==> config.mk <==
export PLATFORM = sky130hd
export DESIGN_NAME = sign_streak_monitor
export DESIGN_NICKNAME = d
export VERILOG_FILES = /design/src/rtl/sign_streak_monitor.sv
export SDC_FILE = /design/constraint.sdc
export NUM_CORES = 1
export LEC_CHECK = 0
export CAP_MARGIN = 20
export CORE_ASPECT_RATIO = 0.75
export CORE_MARGIN = 3
export CORE_UTILIZATION = 25
export CTS_BUF_LIST = sky130_fd_sc_hd__clkbuf_8
export DETAILED_ROUTE_END_ITERATION = 8
export PLACE_DENSITY_LB_ADDON = 0.12
export SYNTH_ARGS = -nofsm -noshare
export SYNTH_HDL_FRONTEND = slang
export SYNTH_SLANG_ARGS = --single-unit
export TNS_END_PERCENT = 5
==> constraint.sdc <==
create_clock -name clk -period 5.45 [get_ports clk]
set_input_delay 0.545 -clock clk [delete_from_list [all_inputs] [get_ports clk]]
set_output_delay 0.545 -clock clk [all_outputs]
set_load 0.05 [all_outputs]
==> src/rtl/sign_streak_monitor.sv <==
// Tracks same-sign runs from the mutex sign classifier, locks on a confirmed
// streak, counts confirmed lock reversals and latches a sticky mutex fault.
module sign_streak_monitor #(
    parameter int STREAK_LEN = 4,
    parameter int CNT_W      = 8
) (
    input  logic             clk,
    input  logic             rst,
    input  logic             positive_flag,
    input  logic             negative_flag,
    output logic             pos_locked,
    output logic             neg_locked,
    output logic [CNT_W-1:0] run_len,
    output logic             sign_change,
    output logic [CNT_W-1:0] flip_count,
    output logic             mutex_err
);

    typedef enum logic [2:0] {
        NEUTRAL  = 3'd0,
        POS_PEND = 3'd1,
        POS_LOCK = 3'd2,
        NEG_PEND = 3'd3,
        NEG_LOCK = 3'd4,
        FAULT    = 3'd5
    } state_t;

    localparam logic [CNT_W-1:0] STREAK_CNT = CNT_W'(STREAK_LEN);
    localparam logic [CNT_W-1:0] CNT_MAX    = {CNT_W{1'b1}};
    localparam logic [CNT_W-1:0] CNT_ONE    = {{(CNT_W-1){1'b0}}, 1'b1};
    localparam logic [CNT_W-1:0] CNT_ZERO   = {CNT_W{1'b0}};

    function automatic logic [CNT_W-1:0] sat_inc(input logic [CNT_W-1:0] v);
        return (v == CNT_MAX) ? v : v + CNT_ONE;
    endfunction

    state_t           state_r;
    logic             last_valid_r;
    logic             last_pos_r;
    logic             is_p_s;
    logic             is_n_s;
    logic             is_x_s;
    logic [CNT_W-1:0] pos_run_s;
    logic [CNT_W-1:0] neg_run_s;

    assign is_p_s = positive_flag & ~negative_flag;
    assign is_n_s = negative_flag & ~positive_flag;
    assign is_x_s = positive_flag & negative_flag;

    // Candidate run length if this sample extends (or restarts) a run of each sign
    always_comb begin
        pos_run_s = CNT_ONE;
        neg_run_s = CNT_ONE;
        if ((state_r == POS_PEND || state_r == POS_LOCK) && run_len != CNT_ZERO) begin
            pos_run_s = sat_inc(run_len);
        end else begin
            pos_run_s = CNT_ONE;
        end
        if ((state_r == NEG_PEND || state_r == NEG_LOCK) && run_len != CNT_ZERO) begin
            neg_run_s = sat_inc(run_len);
        end else begin
            neg_run_s = CNT_ONE;
        end
    end

    // Streak state machine with all outputs registered
    always_ff @(posedge clk) begin
        if (rst) begin
            state_r      <= NEUTRAL;
            last_valid_r <= 1'b0;
            last_pos_r   <= 1'b0;
            pos_locked   <= 1'b0;
            neg_locked   <= 1'b0;
            run_len      <= CNT_ZERO;
            sign_change  <= 1'b0;
            flip_count   <= CNT_ZERO;
            mutex_err    <= 1'b0;
        end else begin
            sign_change <= 1'b0;
            case (state_r)
                FAULT: begin
                    state_r    <= FAULT;
                    pos_locked <= 1'b0;
                    neg_locked <= 1'b0;
                    run_len    <= CNT_ZERO;
                    mutex_err  <= 1'b1;
                end
                default: begin
                    if (is_x_s) begin
                        state_r      <= FAULT;
                        mutex_err    <= 1'b1;
                        pos_locked   <= 1'b0;
                        neg_locked   <= 1'b0;
                        run_len      <= CNT_ZERO;
                        last_valid_r <= 1'b0;
                        last_pos_r   <= 1'b0;
                    end else if (is_p_s) begin
                        run_len    <= pos_run_s;
                        neg_locked <= 1'b0;
                        if (state_r == POS_LOCK) begin
                            pos_locked <= 1'b1;
                        end else if (pos_run_s >= STREAK_CNT) begin
                            state_r      <= POS_LOCK;
                            pos_locked   <= 1'b1;
                            last_valid_r <= 1'b1;
                            last_pos_r   <= 1'b1;
                            // A reversal only counts against a previous lock of the other sign
                            if (last_valid_r && !last_pos_r) begin
                                sign_change <= 1'b1;
                                flip_count  <= sat_inc(flip_count);
                            end else begin
                                sign_change <= 1'b0;
                            end
                        end else begin
                            state_r    <= POS_PEND;
                            pos_locked <= 1'b0;
                        end
                    end else if (is_n_s) begin
                        run_len    <= neg_run_s;
                        pos_locked <= 1'b0;
                        if (state_r == NEG_LOCK) begin
                            neg_locked <= 1'b1;
                        end else if (neg_run_s >= STREAK_CNT) begin
                            state_r      <= NEG_LOCK;
                            neg_locked   <= 1'b1;
                            last_valid_r <= 1'b1;
                            last_pos_r   <= 1'b0;
                            if (last_valid_r && last_pos_r) begin
                                sign_change <= 1'b1;
                                flip_count  <= sat_inc(flip_count);
                            end else begin
                                sign_change <= 1'b0;
                            end
                        end else begin
                            state_r    <= NEG_PEND;
                            neg_locked <= 1'b0;
                        end
                    end else begin
                        // Zero sample: locks ride through, pending runs are abandoned
                        run_len <= CNT_ZERO;
                        if (state_r == POS_LOCK || state_r == NEG_LOCK) begin
                            state_r <= state_r;
                        end else begin
                            state_r <= NEUTRAL;
                        end
                    end
                end
            endcase
        end
    end

endmodule
# Yosys cells after proc, flatten, opt, wreduce, memory -nomap -nowiden
# Cells that the tools add are included.
[word_totals] word_cells=112 mem_bits_rw=0 memories=0 latchBits=0 out_inout_bits=20 register_bits=25 mem_bits_ro=0
[classes] addsub=2 n_shift=0 muxes=51 mul=0 n_bitwise=7 reduce_logical=21 eq_ne=19 magnitude_cmp=2 div_mod_pow=0
[op_table] cell="two-way mux 8 bit" count=14
[op_table] cell="two-way mux 1 bit" count=28
[op_table] cell="two-way mux 3 bit" count=8
[op_table] cell="adder 8 x 1 -> 8 bit (second input constant)" count=2
[op_table] cell="== test 8 bit (second input constant)" count=2
[op_table] cell="greater-or-equal comparator 8 x 3 -> 1 bit (second input constant)" count=2
[op_table] cell="!= test 3 bit (second input constant)" count=4
[op_table] cell="!= test 5 x 4 -> 1 bit (second input constant)" count=2
[op_table] cell="AND reduction 9 bit" count=1
[op_table] cell="nonzero test 2 bit" count=4
[op_table] cell="nonzero test 8 bit" count=1
[op_table] cell="== test 3 x 2 -> 1 bit (second input constant)" count=2
[op_table] cell="== test 3 bit (second input constant)" count=2
[op_table] cell="AND reduction 3 bit" count=2
[op_table] cell="AND reduction 6 bit" count=1
[op_table] cell="nonzero test 3 bit" count=2
[op_table] cell="logical AND 1 bit" count=4
[op_table] cell="!= test 2 x 1 -> 1 bit (second input constant)" count=2
[op_table] cell="!= test 2 bit (second input constant)" count=2
[op_table] cell="!= test 4 x 3 -> 1 bit (second input constant)" count=1
[op_table] cell="inverter 1 bit" count=4
[op_table] cell="OR reduction 4 bit" count=1
[op_table] cell="bitwise AND 1 bit" count=3
[op_table] cell="== test 3 x 1 -> 1 bit (second input constant)" count=1
[op_table] cell="5 further kinds" count=7

# Logic depth before layout (Yosys ltp)
[depth] ltp_word=11 depth_mapped=8 depth_no_buf=8

# Worst setup path before layout
# OpenSTA, ideal clock, no wires.
[synth_path] kind="reg-to-reg" from="register run_len[0]" to="register last_valid_r" slack_ns=3.047 n_path_buf=0 stages_incl_launch_ff=8 setup_time_ns=0.103 arrival_ns=2.300 path_cell_list="dfxtp_1 -> ha_1 -> nand3_1 -> o211ai_2 -> xor2_2 -> nand3_2 -> a31o_1 -> a2111oi_2"
[synth_between] elab_chain_cells=6 word_cells_on_any_way=13
[synth_rtl] item="from (decl)" line_no="13" rtl="output logic [CNT_W-1:0] run_len,"
[synth_rtl] item="from (signal assigned)" line_no="98" rtl="run_len <= pos_run_s;"
[synth_rtl] item="from (signal assigned)" line_no="119" rtl="run_len <= neg_run_s;"
[synth_rtl] item="adder 8 x 1 -> 8 bit, or another cell as far along" line_no="34" rtl="return (v == CNT_MAX) ? v : v + CNT_ONE;"
[synth_rtl] item="two-way mux 8 bit, or another cell as far along" line_no="34"
[synth_rtl] item="two-way mux 8 bit, on equally long branches" line_no="54, 59"
[synth_rtl] item="greater-or-equal comparator 8 x 3 -> 1 bit, on equally long branches" line_no="102, 123"
[synth_rtl] item="!= test 3 x 1 -> 1 bit (no source line) or nonzero test 3 bit (tied branches)"
[synth_rtl] item="AND reduction 6 bit (no source line) (*)"
[synth_rtl] item="to (signal assigned)" line_no="70" rtl="last_valid_r <= 1'b0;"
[synth_rtl] item="to (signal assigned)" line_no="95" rtl="last_valid_r <= 1'b0;"
[synth_rtl] item="to (signal assigned)" line_no="105" rtl="last_valid_r <= 1'b1;"
[synth_rtl] item="to (decl)" line_no="38" rtl="logic last_valid_r;"
# Every way passes the cells marked *; elsewhere a longest branch is shown, timed or not.
# A chain may end at the register's enable or synchronous reset.

# Worst setup path in the final report
[layout_path] from="input port negative_flag" to="register flip_count[7]"
[layout_between] elab_chain_cells=4 word_cells_on_any_way=14
[layout_rtl] item="from (decl)" line_no="10" rtl="input logic negative_flag,"
[layout_rtl] item="inverter 1 bit" line_no="46" rtl="assign is_p_s = positive_flag & ~negative_flag;"
[layout_rtl] item="bitwise AND 1 bit" line_no="46"
[layout_rtl] item="!= test 2 x 1 -> 1 bit (no source line), or another cell as far along"
[layout_rtl] item="AND reduction 9 bit (no source line)"
[layout_rtl] item="to (signal assigned)" line_no="110" rtl="flip_count <= sat_inc(flip_count);"
[layout_rtl] item="to (signal assigned)" line_no="130" rtl="flip_count <= sat_inc(flip_count);"
[layout_rtl] item="to (decl)" line_no="15" rtl="output logic [CNT_W-1:0] flip_count,"
# Several ways; a longest one is shown, not always the timed one.

==> out/results.ini <==
[detailed_routing]
detail_route.wl_per_cell_um = 13.9
drt-pass1-iter-count = 6
drcViolationCount = 0
wl_met1_mm = 2.31
finalWirelength_mm = 4.02
wl_met2_mm = 1.54
routed.top_layer = met4
wl_met3_um = 130
num_vias = 1434
drt_iter0_markers = 71
viasPerCell = 4.98
ant_nets = 0

[layout]
fillCellCount = 629
antennaDiodeCount = 0
final_nets = 223
drive_above_1_share = 0.0810
utilization = 0.324
layoutNonFillerInstCount = 288
design_area_um2 = 1950
final_common_cell = dfxtp_1
area_growth_pct = 21.5
layout_common_cells = dfxtp_1 (25), nor2_1 (24), clkdlybuf4s50_1 (23), nand2_1 (10)

[synth]
syn_area_per_cell_um2 = 8.48
ys_warn_count = 0
syn_area_um2 = 1600
synth_ff_type = dfxtp_1
async_flop_share = 0
yosys.cell_types.count = 51
ys_seq_area_frac = 0.312
synth_cells = 189
syn_nets = 201
synth_top_cells_by_area = dfxtp_1 (31%), ha_1 (6.2%), nor2_1 (5.6%), a211oi_1 (3.3%), a21oi_1 (2.8%)
synth_edf_count = 0
ys_ff_latch = 25
synth.top_cell.area_share = 0.312
yosysTopAreaCell = dfxtp_1

[min_path]
worstHoldStart = pos_locked$_SDFFE_PP0N_
hold_path_depth = 1
worstHoldPathType = reg -> reg
hold-path-endpoint = pos_locked$_SDFFE_PP0N_

[clock_network]
ctsResizeCount = 0
cts_buffer_depth = 2
numClockSinks = 25
cts_root_buf = clkbuf_8
clk_latency_ns = 0.27
post_cts.repair.setup_buffers = 0
numCtsBuffers = 3
htree_num_levels = 1
holdBufCountCts = 0
path_clk_slew_ns = 0.10
tritoncts = done

[sta]
fmax_mhz = 328
setup_viol = 0
fin_hold_ws_ns = 0.512
timing.final.crit_share = 0.560
fin_tns_setup_ns = 0
setup_ws_ns = 2.40
worstMarginPinSlew_ns = 0.520
slew_viol_final = 0
finalCriticalPeriod_ns = 3.05
timing.slew.headroom = 0.650
hold_viol_final = 0
rsz0062_at_grt = no
fin_worst_skew_ns = 0.00516

[global_routing]
antenna_found_initial = 0
grt_max_degree = 20
globalRouteOverflowTotal = 0
grt_pass1_wl_mm = 6.69
track_usage = 0.112
grt_pass1_vias = 1326

[worst_setup_path]
required_ns = 5.62
cp_max_fo = 14
timing.rr.end = flip_count[7]$_SDFFE_PP0P_
startpoint_type = primary input
rr_worst_depth = 7
crit_arrival_ns = 3.22
r2r_start = run_len[0]$_SDFF_PP0_
endpoint_kind = register
rrSetupSlack_ns = 3.11
crit_type = in -> reg

[place]
placedCellCount = 284
dp_hpwl_mm = 3.03
gp_congestion = 0.800
pre_cts_ws_ns = 2.09
postPlaceCellArea_um2 = 1900
portBuffers = 23

[die]
ios = 24
die_area_um2 = 7420
die_w_um = 98.5
start_util = 0.267
fp.coreArea_um2 = 6010
rows = 24
die_h_um = 75.3

[power_and_ir_drop]
p_leak_nw = 0.707
power.ir.vdd_worst_mv = 0.102
finalPower_uw = 364
cellPowerDensity_nw_per_um2 = 187

[flow_run]
cap_viol_max_count = 0

[status]
status = completed

## cell families (layout without fill, tap and decap cells)
group                      after synthesis  after routing  share of synthesized area
buffers and inverters                   16             37                     0.0453
adders and majority gates                8              8                     0.0625
AOI/OAI and AO/OA                       47             47                      0.225
xor gates and xnor gates                 4              4                     0.0265
muxes                                    5              5                     0.0343
DFF                                     25             25                      0.312
and+or+nand+nor                         84             84                      0.294
## routing by layer
metal	vias up	GRT usage
met4	0	0.0227
met5	-	0
met2	28	0.153
met1	660	0.174
li1	742	-
met3	4	0.0284
## critical path, cell delays in order
cell and delay (ns):
clkdlybuf4s50_1 0.49, inv_1 0.12, ha_1 0.43, or3b_1 0.38, a211oi_1 0.25, nand3_1 0.15, a31oi_4 0.33, and3_1 0.22
mux2_1 0.31
## cells in the mapped netlist, types with 2 or more instances
master,instances
a21o_1,2
a211oi_1,7
nand3_1,6
mux2_1,4
and4_1,5
a32o_1,2
dfxtp_1,25
nor3b_1,2
ha_1,8
inv_1,9
nor3_1,6
a21oi_1,9
nand2b_1,4
nor2b_1,4
a311oi_1,2
and3b_1,3
xnor2_1,3
a31oi_1,5
clkbuf_1,4
o21ai_0,6
nand3b_1,2
nor2_1,24
nand2_1,10
nand4_1,5
and3_1,6
## state kept, by name (all words and copies together) (netlist names)
| signal | flops |
|---|---|
| last_pos_r | 1 |
| pos_locked | 1 |
| mutex_err | 1 |
| last_valid_r | 1 |
| state_r | 3 |
| flip_count | 8 |
| neg_locked | 1 |
| sign_change | 1 |
| run_len | 8 |
## worst max-delay path by stage
stage,startpoint,end,depth (start not counted)
2_1_floorplan,run_len[0]$_SDFF_PP0_,last_valid_r$_SDFFE_PP0P_,7
3_3_place_gp,negative_flag,flip_count[7]$_SDFFE_PP0P_,9
3_5_place_dp,negative_flag,flip_count[7]$_SDFFE_PP0P_,9
4_1_cts,negative_flag,flip_count[7]$_SDFFE_PP0P_,9
5_1_grt,negative_flag,flip_count[7]$_SDFFE_PP0P_,9
6_report,negative_flag,flip_count[7]$_SDFFE_PP0P_,9
## final cells by class
| cell class | instances | area, um^2 | area share |
|---|---|---|---|
| repair buffers | 24 | 238 | 0.122 |
| well taps | 78 | 97.6 | 0.0501 |
| flip-flops and latches | 25 | 500 | 0.257 |
| inverters | 9 | 33.8 | 0.0173 |
| multi-input cells | 148 | 1030 | 0.529 |
| clock buffers | 3 | 41.3 | 0.0212 |
| clock inverters | 1 | 7.51 | 0.00385 |
## report_power, final
group | leakage (nW) | switching, mW | internal (mW)
Combinational | 0.483 | 0.0335 | 0.0207
Sequential | 0.203 | 0.00652 | 0.187
Clock | 0.0217 | 0.0644 | 0.0519
Total | 0.707 | 0.104 | 0.259
Note: power is estimated with default switching activity, not from simulation.
